[src/rtl/axis_test_pkg.sv]
// Shared types and constants for the AXIS test-pattern generator.
// Contents: LFSR tap constants, data-mode and FSM-state enums, and a seed helper.
package axis_test_pkg;

  localparam logic [31:0] LFSR32_TAPS = 32'h8020_0003;
  localparam logic [15:0] LFSR16_TAPS = 16'hB400;

  typedef enum logic {GEN_COUNTER, GEN_LFSR} gen_mode_t;

  typedef enum logic [1:0] {IDLE, OFFER, DONE} gen_state_t;

  // An all-zero Galois LFSR never leaves zero, so a zero seed becomes 1.
  function automatic logic [31:0] nonzero_seed(input logic [31:0] seed);
    return (seed == 32'd0) ? 32'd1 : seed;
  endfunction

endpackage

[src/rtl/helper_lfsr.sv]
// Right-shifting Galois LFSR with a step enable.
// Ports:
//   clk_i    clock, rising edge
//   rst_i    synchronous active-high reset, reloads SEED
//   step_i   advance the register by one position this cycle
//   state_o  current register contents
module helper_lfsr #(
  parameter int unsigned      WIDTH = 16,
  parameter logic [WIDTH-1:0] TAPS  = '1,
  parameter logic [WIDTH-1:0] SEED  = '1
) (
  input  logic             clk_i,
  input  logic             rst_i,
  input  logic             step_i,
  output logic [WIDTH-1:0] state_o
);

  logic [WIDTH-1:0] state_q, state_d;

  always_comb begin
    state_d = state_q;
    if (step_i) begin
      state_d = (state_q >> 1) ^ (state_q[0] ? TAPS : '0);
    end
  end

  always_ff @(posedge clk_i) begin
    if (rst_i) begin
      state_q <= SEED;
    end else begin
      state_q <= state_d;
    end
  end

  assign state_o = state_q;

endmodule

[src/rtl/axis_pattern_generator.sv]
// AXIS source emitting a deterministic data sequence (counter or 32-bit LFSR) with
// pseudo-random valid throttling. Never retracts valid; data is frozen while stalled.
// Optional feature macro: AXIS_GEN_LAST_EN adds output_last_o and a packet counter.
// Ports:
//   clk_i           clock, rising edge
//   rst_i           synchronous active-high reset
//   enable_i        allows new beats to be offered
//   output_valid_o  AXIS tvalid
//   output_data_o   AXIS tdata
//   output_ready_i  AXIS tready
//   output_last_o   AXIS tlast (AXIS_GEN_LAST_EN only)
//   done_o          NUM_BEATS beats accepted; sticky until reset
module axis_pattern_generator
  import axis_test_pkg::*;
#(
  parameter int unsigned DATA_WIDTH = 10,
  parameter int unsigned MODE       = 0,
  parameter logic [31:0] SEED       = 32'd0,
  parameter int unsigned NUM_BEATS  = 0,
  parameter int unsigned VALID_RATE = 256,
  parameter logic [15:0] THR_SEED   = 16'hACE1,
  parameter int unsigned PACKET_LEN = 16
) (
  input  logic                  clk_i,
  input  logic                  rst_i,
  input  logic                  enable_i,
  output logic                  output_valid_o,
  output logic [DATA_WIDTH-1:0] output_data_o,
  input  logic                  output_ready_i,
`ifdef AXIS_GEN_LAST_EN
  output logic                  output_last_o,
`endif
  output logic                  done_o
);

  localparam bit UseLfsr = (MODE == 32'(GEN_LFSR));

  gen_state_t  state_q, state_d;
  logic [31:0] beat_cnt_q, beat_cnt_d;
  logic [15:0] thr_state;
  logic        thr_step;
  logic        slot_pass;
  logic        xfer;
  logic        last_beat;
  logic        unused_thr;

  helper_lfsr #(
    .WIDTH (16),
    .TAPS  (LFSR16_TAPS),
    .SEED  (THR_SEED)
  ) u_thr_lfsr (
    .clk_i   (clk_i),
    .rst_i   (rst_i),
    .step_i  (thr_step),
    .state_o (thr_state)
  );

  // 32-bit compare so VALID_RATE=256 passes every slot.
  assign slot_pass  = ({24'd0, thr_state[7:0]} < VALID_RATE);
  assign unused_thr = ^thr_state[15:8];

  assign xfer      = (state_q == OFFER) && output_ready_i;
  assign last_beat = (NUM_BEATS != 0) && (beat_cnt_q == NUM_BEATS - 1);

  always_comb begin
    state_d    = state_q;
    beat_cnt_d = beat_cnt_q;
    thr_step   = 1'b0;
    case (state_q)
      IDLE: begin
        if (enable_i) begin
          thr_step = 1'b1;
          if (slot_pass) state_d = OFFER;
        end
      end
      OFFER: begin
        if (output_ready_i) begin
          if (beat_cnt_q != '1) beat_cnt_d = beat_cnt_q + 32'd1;
          if (last_beat) begin
            state_d = DONE;
          end else if (enable_i) begin
            // The transfer edge doubles as the next slot: back-to-back on pass.
            thr_step = 1'b1;
            state_d  = slot_pass ? OFFER : IDLE;
          end else begin
            state_d = IDLE;
          end
        end
      end
      DONE:    state_d = DONE;
      default: state_d = IDLE;
    endcase
  end

  always_ff @(posedge clk_i) begin
    if (rst_i) begin
      state_q    <= IDLE;
      beat_cnt_q <= 32'd0;
    end else begin
      state_q    <= state_d;
      beat_cnt_q <= beat_cnt_d;
    end
  end

  assign output_valid_o = (state_q == OFFER);
  assign done_o         = (state_q == DONE);

  // Data advances only on a transfer, so it is stable while stalled or idle.
  if (UseLfsr) begin : g_lfsr_data
    logic [31:0] lfsr_state;
    logic        unused_lfsr;

    helper_lfsr #(
      .WIDTH (32),
      .TAPS  (LFSR32_TAPS),
      .SEED  (nonzero_seed(SEED))
    ) u_data_lfsr (
      .clk_i   (clk_i),
      .rst_i   (rst_i),
      .step_i  (xfer),
      .state_o (lfsr_state)
    );

    assign output_data_o = lfsr_state[DATA_WIDTH-1:0];
    assign unused_lfsr   = ^lfsr_state;
  end else begin : g_cnt_data
    logic [DATA_WIDTH-1:0] data_q, data_d;

    always_comb begin
      data_d = data_q;
      if (xfer) data_d = data_q + DATA_WIDTH'(1);
    end

    always_ff @(posedge clk_i) begin
      if (rst_i) begin
        data_q <= SEED[DATA_WIDTH-1:0];
      end else begin
        data_q <= data_d;
      end
    end

    assign output_data_o = data_q;
  end

`ifdef AXIS_GEN_LAST_EN
  logic [31:0] pkt_cnt_q, pkt_cnt_d;

  always_comb begin
    pkt_cnt_d = pkt_cnt_q;
    if (xfer) begin
      pkt_cnt_d = (pkt_cnt_q == PACKET_LEN - 1) ? 32'd0 : pkt_cnt_q + 32'd1;
    end
  end

  always_ff @(posedge clk_i) begin
    if (rst_i) begin
      pkt_cnt_q <= 32'd0;
    end else begin
      pkt_cnt_q <= pkt_cnt_d;
    end
  end

  // Derived from registered counts only, so it holds with data during a stall.
  assign output_last_o = output_valid_o && ((pkt_cnt_q == PACKET_LEN - 1) || last_beat);
`else
  logic unused_pkt_len;
  assign unused_pkt_len = ^PACKET_LEN;
`endif

endmodule
[config.mk]
export PLATFORM = sky130hd
export DESIGN_NAME = axis_pattern_generator
export DESIGN_NICKNAME = d
export VERILOG_FILES = /design/src/rtl/axis_test_pkg.sv /design/src/rtl/helper_lfsr.sv /design/src/rtl/axis_pattern_generator.sv
export SDC_FILE = /design/constraint.sdc
export NUM_CORES = 1
export LEC_CHECK = 0
export ABC_AREA = 1
export ABC_CLOCK_PERIOD_IN_PS = 2430
export CAP_MARGIN = 20
export CORE_AREA = 8 8 45 47
export CTS_CLUSTER_SIZE = 16
export DETAILED_ROUTE_END_ITERATION = 8
export DIE_AREA = 0 0 53 55
export PLACE_DENSITY = 0.7
export SYNTH_ARGS = -nofsm -noshare
export SYNTH_HDL_FRONTEND = slang
export SYNTH_SLANG_ARGS = --single-unit
[constraint.sdc]
create_clock -name clk_i -period 2.43 [get_ports clk_i]
set_input_delay 0.3645 -clock clk_i [delete_from_list [all_inputs] [get_ports clk_i]]
set_output_delay 0.3645 -clock clk_i [all_outputs]
set_load 0.01 [all_outputs]
Word-level counts from Yosys, hierarchy flattened
Index checks and enable logic that the tools add are counted.
- $add $sub $neg: 1
- equality and inequality tests: 4
- multiplexer cells: 4
- reductions and logical operators: 3
- operator list (operator ; count):
    adder 10 x 1 -> 10 bit, second input constant ; 1
    case mux 2 bit (3 select lines) ; 1
    2-to-1 mux 2 bit ; 2
    equality test 2 x 1 -> 1 bit, second input constant ; 1
    equality test 2 bit, second input constant ; 1
    logical NOT 2 bit ; 1
    != test 2 x 1 -> 1 bit, second input constant ; 1
    != test 2 bit, second input constant ; 1
    AND reduction 2 bit ; 1
    logical AND 1 bit ; 1
    2-to-1 mux 1 bit ; 1
- flip-flop bits (word level): 12
- input bits: 4
- output and inout port bits: 12
- word-level logic and storage cells: 14

Logic depth before layout (Yosys ltp)
Gate-level depths: netlist of run 1.
- word-level depth: 3
- depth in mapped cells: 7

Least setup slack after synthesis of run 1
No wires, ideal clock.
- path type: flip-flop to flip-flop
- start point: reg g_cnt_data.data_q[0], in the netlist output_data_o[0]
- end point: reg g_cnt_data.data_q[6], in the netlist output_data_o[6]
- data arrival time: 1126 ps
- path slack: 1189 ps
- stages on the path, launching flop included: 7
- buffers on the path: 0
- period minus slack after synthesis: 1241 ps
- path through: dfxtp_1 ha_1 nand3_1 nor2_4 nand2_1 o21ai_1 nor2_1
- cells in the longest elaborated chain, start to end: 1
- ends and longest elaborated chain (what ; RTL line ; RTL):
    start, declared ; axis_pattern_generator.sv:127 ; logic [DATA_WIDTH-1:0] data_q, data_d;
    start signal, assigned ; axis_pattern_generator.sv:136 ; data_q <= SEED[DATA_WIDTH-1:0];
    start signal, assigned ; axis_pattern_generator.sv:138 ; data_q <= data_d;
    adder 10 x 1 -> 10 bit ; axis_pattern_generator.sv:131 ; if (xfer) data_d = data_q + DATA_WIDTH'(1);
Every way passes these cells.
A chain may end at the register's enable or synchronous reset.

Worst setup path after layout of run 1
- start point: reg state_q[0]
- end point: out output_valid_o
- cells in the longest elaborated chain, start to end: 1
- ends and longest elaborated chain (what ; RTL line ; RTL):
    start, declared ; axis_pattern_generator.sv:38 ; gen_state_t state_q, state_d;
    start signal, assigned ; axis_pattern_generator.sv:100 ; state_q <= state_d;
    equality test 2 x 1 -> 1 bit ; axis_pattern_generator.sv:105 ; assign output_valid_o = (state_q == OFFER);
    end, declared ; axis_pattern_generator.sv:27 ; output logic output_valid_o,
Every way passes these cells.

==> out/qor.txt, run 1 <==
Fmax: 571.4 MHz
Routability Congestion: 0.6936
Post-layout min period: 1.750 ns
Hold Crit Class: flop to flop
Setup violators final: 0
Synth top cells by count: nand2_1 (15), dfxtp_1 (12), nor2_1 (10), inv_1 (8), a21oi_1 (7)
Cell row count: 14
Vias in the first global route: 492
Psw: 0.07524 mW
DP Wirelength: 904.6 um
First-pass GRT wire length: 2028 um
Switching part of the total: 21.82%
Fin util: 55.79%
Worst Setup End Kind: output port
Die Span Y: 55 um
Port bufs: 15
Htree depth: 1
Netlist cell types: 19
Period utilisation layout: 72.02%
Share of the synthesized area in the top cell type: 41.47%
Hold slack final: 0.4379 ns
EDFF count, synth: 0
TritonCTS clock tree: done
Leak: 0.3189 nW
Synth Area per Inst: 7.622 um^2
#FFs+latches synth: 12
Synthesized netlist cell count: 76
IO Pins: 16
Slew Viols, Final: 0
Status: finished, final reports clean
Clk buf depth: 2
DR WL/cell: 10.36 um
Post-DR vias/cell: 4.718
Unrepaired setup endpoints after global routing: false
Async set-or-reset flop fraction in the synthesized netlist: 0%
Initial Utilization: 41.86%
DRT Wirelength: 1140 um
Fillers: 128
Nets: 101
Slowest CP cell: clkdlybuf4s50_1
Synth warnings: 0
Startpoint types: flop
Pwr per Cell Area: 446.6 mW/mm^2
Hold buffer count at CTS: 0
IR drop worst, VDD: 298.5 uV
Arr. time, crit path: 1.39 ns
Clock root buffer: clkbuf_4
Largest net degree at the start of global routing: 8
Post-Place Worst Slack: 0.7898 ns
Die width: 53 um
Most used DFF post-synth: dfxtp_1
Kind of critical path: flop to output port
Post-synthesis sequential area ratio: 41.47%
Synth area leader: dfxtp_1
Antenna violations before repair: 0
Diodes inserted: 0
Relative slew slack: 83.23%
Mapped cell area: 579.3 um^2
Clock sink count: 12
Worst-path fanout max: 5
Overall Global Routing Usage: 9.096%
Worst path bufs/invs: 2
DRT Pass-1 Iters: 4
Most common cell in the netlist: nand2_1
Synthesized net count: 81
Dpl cells: 107
Seq pwr share: 58.9%
Post-CTS sizing: 0
Worst-path clk slew: 0.07 ns
Clk Latency, worst-skew pair: 0.26 ns
Antenna Nets Post-Route: 0
Max-Cap Viols: 0
Setup WS post-layout: 0.6800 ns
Die area: 0.002915 mm^2
Ordered list of cells on the worst path: nand2_1 > clkinv_1 > clkdlybuf4s50_1
CP peak stage delay: 0.53 ns
Dominant cells by area after synthesis: dfxtp_1 (41%), nand2_1 (9.7%), nor2_1 (6.5%)
Post-Route Setup TNS: 0 ns
Delay-heaviest family, CP: buffers and inverters
DRT iter0 DRCs: 6
DRC viols: 0
CP required: 2.07 ns
Slew @ Worst Pin: 0.2507 ns
Clock power frac: 33.4%
Share of post-route cells with drive strength above 1: 11.70%
Final Skew: 0.003092 ns
Pint: 0.2695 mW
Vias: 519
Core area: 0.001384 mm^2
Hold Vio Cnt, Final: 0
Finished Layout Cells: 110
TritonCTS buffer count: 3
Post CTS Setup Buffer Count: 0
Comb pwr share: 7.8%
Total global routing overflow: 0
Synth-to-Final Area Change: 33.26%
## power by group through the flow
stage | sequential, mW | clock, mW | combinational (mW)
4_1_cts | 0.203 | 0.123 | 0.0270
5_1_grt | 0.204 | 0.132 | 0.0292
6_report | 0.203 | 0.115 | 0.0268
3_5_place_dp | 0.208 | 0 | 0.0268
3_3_place_gp | 0.208 | 0 | 0.0267
2_1_floorplan | 0.208 | 0 | 0.0121
## metrics by stage
| step | cell area [um^2] | power, mW |
|---|---|---|
| floorplan | 579.3 | 0.2199 |
| global placement | 749.5 | 0.2346 |
| detailed placement | 749.5 | 0.2344 |
| CTS | 772.0 | 0.3531 |
| global route | 772.0 | 0.3647 |
| finish | 772.0 | 0.3448 |
## final timing paths
kind	from	endpoint	slack [ns]	cells past startpoint
setup / recovery	state_q[0]$_SDFFE_PP0P_	output_valid_o	0.68	3
hold / removal	state_q[1]$_SDFFE_PP0P_	state_q[0]$_SDFFE_PP0P_	0.44	1
setup reg to reg	output_data_o[0]$_SDFFE_PP0P_	output_data_o[6]$_SDFFE_PP0P_	1.17	6
hold reg to reg	state_q[1]$_SDFFE_PP0P_	state_q[0]$_SDFFE_PP0P_	0.44	1
## layout make-up
| type | count | area (um^2) | share of cell area [%] |
|---|---|---|---|
| Multi-Input combinational cell | 53 | 297.8 | 38.57 |
| Sequential cell | 12 | 240.2 | 31.12 |
| Clock buffer | 3 | 22.52 | 2.917 |
| Tap cell | 16 | 20.02 | 2.593 |
| Inverter | 11 | 41.29 | 5.348 |
| Timing Repair Buffer | 15 | 150.1 | 19.45 |
## cells by family (layout without fill, tap and decap cells)
kind of cell	Yosys count	in the layout	share of synthesized area (%)
buf+inv	11	29	7.127
simple gates	41	41	38.45
xor+xnor	2	2	3.024
flops	12	12	41.47
fa+ha+maj	1	1	2.159
compound gates	9	9	7.775
## routing by layer
layer	up-vias	track usage (%)	wire length [um]
met1	223	10.72	545
met2	15	13.87	487
met4	0	5.172	0
met3	0	3.476	107
li1	281	-	-
met5	-	0	0
## flip-flops by register name, indices dropped and copies added (netlist names)
signal and count:
output_data_o 10, state_q 2
## layout by cell type, fill, tap and decap left out
master,n
nand2_1,15
clkdlybuf4s50_1,15
dfxtp_1,12
nor2_1,10
inv_1,8
a21oi_1,7
nand3_1,6
clkbuf_4,3
inv_2,2
nand3_2,2
o21ai_1,2
xor2_1,2
nor3_1,2
nand3_4,1
nor2_4,1
nor2_8,1
nand4_1,1
clkinv_1,1
nand3b_1,1
nand2_2,1
ha_1,1
No activity file was read; power rests on OpenSTA's default activity.
==> run 2, diff against run 1 <==
Settings changed: ABC_CLOCK_PERIOD_IN_PS 2430 to 1410, CORE_AREA 8 8 45 47 to unset, CORE_MARGIN set to 8, CORE_UTILIZATION set to 40, DIE_AREA 0 0 53 55 to unset, PLACE_DENSITY 0.7 to 0.68.
Clock period 2.43 ns to 1.41 ns, I/O delays scaled along.
==> run 2 against run 1 <==
Clock-buffer cell count grew 1. Sequential share of layout area shrank 1.3 points. Utilization grew 5.7 points. Clock skew grew 0.00052 ns. Total power grew 96%. Register-to-register slack lost 1.0 ns. Global-route usage is the same. Clock power grew 140%. First-iteration DRC count grew 17%. Largest power group unchanged.
==> out/qor.txt, run 2 (same netlist as run 1, synthesis figures left out) <==
Status: finished, final reports clean
Pwr per Cell Area: 826.5 mW/mm^2
Hold Vio Cnt, Final: 0
Clock power frac: 40.8%
Dpl cells: 110
DR WL/cell: 10.79 um
Hold buffer count at CTS: 0
Psw: 0.1501 mW
DP Area: 778.2 um^2
Total design power: 0.6774 mW
Leak: 0.4558 nW
Die area: 0.002922 mm^2
Diodes inserted: 0
Finished Layout Cells: 114
Kind of critical path: flop to output port
Switching part of the total: 22.15%
Slew @ Worst Pin: 0.2643 ns
Fmax: 772.9 MHz
Most common cell after layout, fill and taps aside: nand2_1
Period utilisation layout: 91.76%
Clk buf depth: 2
First-pass GRT wire length: 1987 um
Fillers: 120
Relative slew slack: 82.32%
Hold slack final: 0.4553 ns
Arr. time, crit path: 1.08 ns
Post-CTS sizing: 11
Max FFs per register: 10
Core area: 0.001334 mm^2
Port bufs: 15
Cell row count: 13
Reg2Reg Setup Slack: 0.17 ns
Total global routing overflow: 0
DRT Pass-1 Iters: 4
Crit. Startpoint: state_q[1]$_SDFFE_PP0P_
Clock sink count: 12
Initial Utilization: 43.43%
Setup WS post-layout: 0.1161 ns
Most frequent cells in the layout: nand2_1 (15), nor2_1 (10), dfxtp_1 (9)
DP Wirelength: 943.8 um
TritonCTS clock tree: done
Final Skew: 0.003615 ns
Unrepaired setup endpoints after global routing: false
Share of post-route cells with drive strength above 1: 19.19%
Area of the multi-input gates: 297.8 um^2
TritonCTS buffer count: 3
Pint: 0.5273 mW
Post-DR vias/cell: 4.754
Fin util: 61.44%
Worst r2r src: output_data_o[0]$_SDFFE_PP0P_
Setup violators final: 0
Startpoint types: flop
Worst Setup End Kind: output port
Vias in the first global route: 504
Post-Route Setup TNS: 0 ns
Hold Crit Class: flop to flop
Die Span Y: 54.06 um
Htree depth: 1
IO Pins: 16
Overall Global Routing Usage: 9.096%
Post-layout min period: 1.294 ns
Worst-path clk slew: 0.08 ns
DRC viols: 0
Nets: 105
Antenna violations before repair: 0
Die width: 54.06 um
Worst-path fanout max: 4
DRT iter0 DRCs: 7
CP required: 1.20 ns
Post-Place Worst Slack: 0.02410 ns
IR drop worst, VDD: 465.2 uV
Sequential Area: 244.0 um^2
HP Start: state_q[1]$_SDFFE_PP0P_
Final instance area: 819.5 um^2
Antenna Nets Post-Route: 0
Post CTS Setup Buffer Count: 0
Slew Viols, Final: 0
Clk Latency, worst-skew pair: 0.27 ns
Vias: 542
Largest net degree at the start of global routing: 8
DRT Wirelength: 1230 um
Routability Congestion: 0.7441
Clock root buffer: clkbuf_4
Comb pwr share: 7.9%
Max-Cap Viols: 0
Seq pwr share: 51.4%
Synth-to-Final Area Change: 41.47%
run 2: changes by cell type in the layout (fill, tap and decap cells not counted), sizes merged:
cell,before,now
clkbuf,3,4
dlymetal6s2s,0,4
clkdlybuf4s15,0,1
buf,0,4
dlygate4sd2,0,7
clkdlybuf4s50,15,3
run 2: cell type report:
class | instances | area share (%)
well taps | 15 | 2.290
multi-input cells | 53 | 36.34
repair buffers | 19 | 22.14
clock buffers | 4 | 4.427
inverters | 11 | 5.038
flip-flops and latches | 12 | 29.77
run 2: per-layer routing:
layer	vias to the layer above	GRT usage, %	share of wire [%]
met2	18	14.09	43
met5	-	0	0
met1	231	10.22	47
li1	289	-	-
met4	0	6.148	2.4
met3	4	3.306	8.0
run 2: worst max-delay path, stage by stage (launching register included):
cell	delay, ns
dfxtp_1	0.35
inv_2	0.07
nand2_1	0.06
clkinv_1	0.08
clkdlybuf4s15_1	0.25
run 2: worst paths after layout:
check | to | cells past startpoint
setup / recovery | output_valid_o | 4
hold / removal | state_q[0]$_SDFFE_PP0P_ | 1
hold reg to reg | state_q[0]$_SDFFE_PP0P_ | 1
setup reg to reg | output_data_o[6]$_SDFFE_PP0P_ | 6
run 2: power groups by stage:
stage          clock network, mW  registers [mW]  logic, mW
2_1_floorplan                  0           0.358     0.0209
3_3_place_gp                   0           0.356     0.0561
3_5_place_dp                   0           0.356     0.0567
4_1_cts                    0.286           0.348     0.0538
5_1_grt                    0.299           0.349     0.0597
6_report                   0.276           0.348     0.0534
==> run 3, diff against run 2 <==
Settings changed: CORE_UTILIZATION 40 to 43, CTS_BUF_LIST set to sky130_fd_sc_hd__clkbuf_4 sky130_fd_sc_hd__clkbuf_8, PLACE_DENSITY 0.68 to 0.73.
==> run 3 against run 2 <==
Flip-flop and latch count unchanged. Clock skew grew 0.0020 ns. Sequential share of layout area grew 0.14 points. Combinational power shrank 0.9%. Total power grew 0.94%. Die area shrank 4.9%. Utilization is 2.0 points higher. First-iteration DRC count rose by 43%. Register-to-register slack better by 0.02 ns. Non-clock buffer count is the same. Critical path depth did not move. Highest routed layer unchanged.
==> out/qor.txt, run 3 (same netlist as run 1, synthesis figures left out) <==
Clk Latency, worst-skew pair: 0.28 ns
Relative slew slack: 83.16%
Hold slack final: 0.4450 ns
Reg2Reg Setup Slack: 0.19 ns
DRT Pass-1 Iters: 4
HP Start: state_q[1]$_SDFFE_PP0P_
Worst Reg-to-Reg Cells: 6
IR drop worst, VDD: 672.3 uV
Vias: 535
Most common cell after layout, fill and taps aside: nand2_1
DP Wirelength: 879.7 um
Die area: 0.002778 mm^2
Worst-path fanout max: 4
Hold Path End: state_q[0]$_SDFFE_PP0P_
Post-Place Worst Slack: 0.02807 ns
First-pass GRT wire length: 1766 um
DR WL/cell: 10.04 um
Port bufs: 15
Diodes inserted: 0
TritonCTS buffer count: 3
Antenna violations before repair: 0
CP required: 1.20 ns
Period utilisation layout: 91.00%
Core area: 0.001285 mm^2
Setup violators final: 0
Largest net degree at the start of global routing: 8
Startpoint types: flop
Fmax: 779.4 MHz
Die width: 52.71 um
TritonCTS clock tree: done
Post-DR vias/cell: 4.693
DRT iter0 DRCs: 10
Clock sink count: 12
DRT Wirelength: 1145 um
Worst-path clk slew: 0.07 ns
Worst Setup End Kind: output port
Die Span Y: 52.71 um
Htree depth: 1
Total global routing overflow: 0
Hold buffer count at CTS: 0
Routability Congestion: 0.7425
IO Pins: 16
Pwr per Cell Area: 838.2 mW/mm^2
Cell row count: 13
Vias in the first global route: 439
Synth-to-Final Area Change: 40.82%
Slew Viols, Final: 0
Unrepaired setup endpoints after global routing: false
Antenna Nets Post-Route: 0
Initial Utilization: 45.08%
Hold Crit Class: flop to flop
RR Endpoint: output_data_o[6]$_SDFFE_PP0P_
Post-Route Setup TNS: 0 ns
Leak: 0.4418 nW
Slew @ Worst Pin: 0.2517 ns
Worst r2r src: output_data_o[1]$_SDFFE_PP0P_
Max FFs per register: 10
Worst Hold Depth: 1
Post-layout min period: 1.283 ns
Setup WS post-layout: 0.1270 ns
Nets: 105
Max-Cap Viols: 0
Fillers: 117
Status: finished, final reports clean
Clk buf depth: 2
Most frequent cells in the layout: nand2_1 (15), nor2_1 (10), dfxtp_1 (9)
Hold Vio Cnt, Final: 0
DRC viols: 0
Clock root buffer: clkbuf_4
Overall Global Routing Usage: 8.735%
Share of post-route cells with drive strength above 1: 19.19%
Arr. time, crit path: 1.07 ns
Kind of critical path: flop to output port
Final Skew: 0.005574 ns
-- run 3: changes by cell type in the layout (fill, tap and decap cells not counted) --
cell,delta
dlymetal6s2s_1,-1
dlygate4sd2_1,+1
-- run 3: report_power, final --
| group | leakage, nW | internal, mW | total (mW) | switching (mW) |
|---|---|---|---|---|
| Clock | 0.0210 | 0.157 | 0.282 | 0.125 |
| Combinational | 0.322 | 0.0275 | 0.0529 | 0.0255 |
| Sequential | 0.0985 | 0.343 | 0.349 | 0.00521 |
-- run 3: worst max-delay path, stage by stage (launching register included) --
cell and delay [ns]:
dfxtp_1 0.35, inv_2 0.07, nand2_1 0.06, clkinv_1 0.08
clkdlybuf4s15_1 0.24
-- run 3: timing repair --
item / 4_1_cts / 5_1_grt
gates resized for setup: 12 / 4
setup buffers: 0 / 0
cloned: 0 / 0
hold endpoints to repair: 0 / 0
setup endpoints to repair: 9 / 4
-- run 3: worst max path at each step --
stage	start	slack (ns)	cells past startpoint	to
final	state_q[1]$_SDFFE_PP0P_	0.13	4	output_valid_o
after global routing	state_q[1]$_SDFFE_PP0P_	0.02	4	output_valid_o
after CTS	output_data_o[7]$_SDFFE_PP0P_	0.004	1	output_data_o[7]
after detailed placement	output_ready_i	0.03	6	output_data_o[6]$_SDFFE_PP0P_
after global placement	output_ready_i	0.05	6	output_data_o[6]$_SDFFE_PP0P_
after floorplan	output_data_o[0]$_SDFFE_PP0P_	0.17	6	output_data_o[6]$_SDFFE_PP0P_
-- run 3: area by class of cell --
cell class,count,area [um^2],share of cell area (%)
multi-input combinational,53,297.8,36.50
sequential,12,244.0,29.91
timing repair buffer,19,177.7,21.78
inverter,11,41.29,5.061
clock buffer,4,36.28,4.448
tap,15,18.77,2.301
-- run 3: through the flow --
step	power, mW	util (%)	cell area (um^2)	instances
3_3_place_gp	0.4121	60.56	778.2	110
4_1_cts	0.6923	62.80	807.0	114
6_report	0.6838	63.49	815.8	114
3_5_place_dp	0.4126	60.56	778.2	110
5_1_grt	0.7137	63.49	815.8	114
2_1_floorplan	0.3790	-	579.3	76
-- run 3: metal layers --
layer / global-route usage, % / part of all wire, %
met1: 9.920 / 50
met2: 11.66 / 38
met3: 3.409 / 7.6
met4: 9.052 / 3.3
met5: 0 / 0
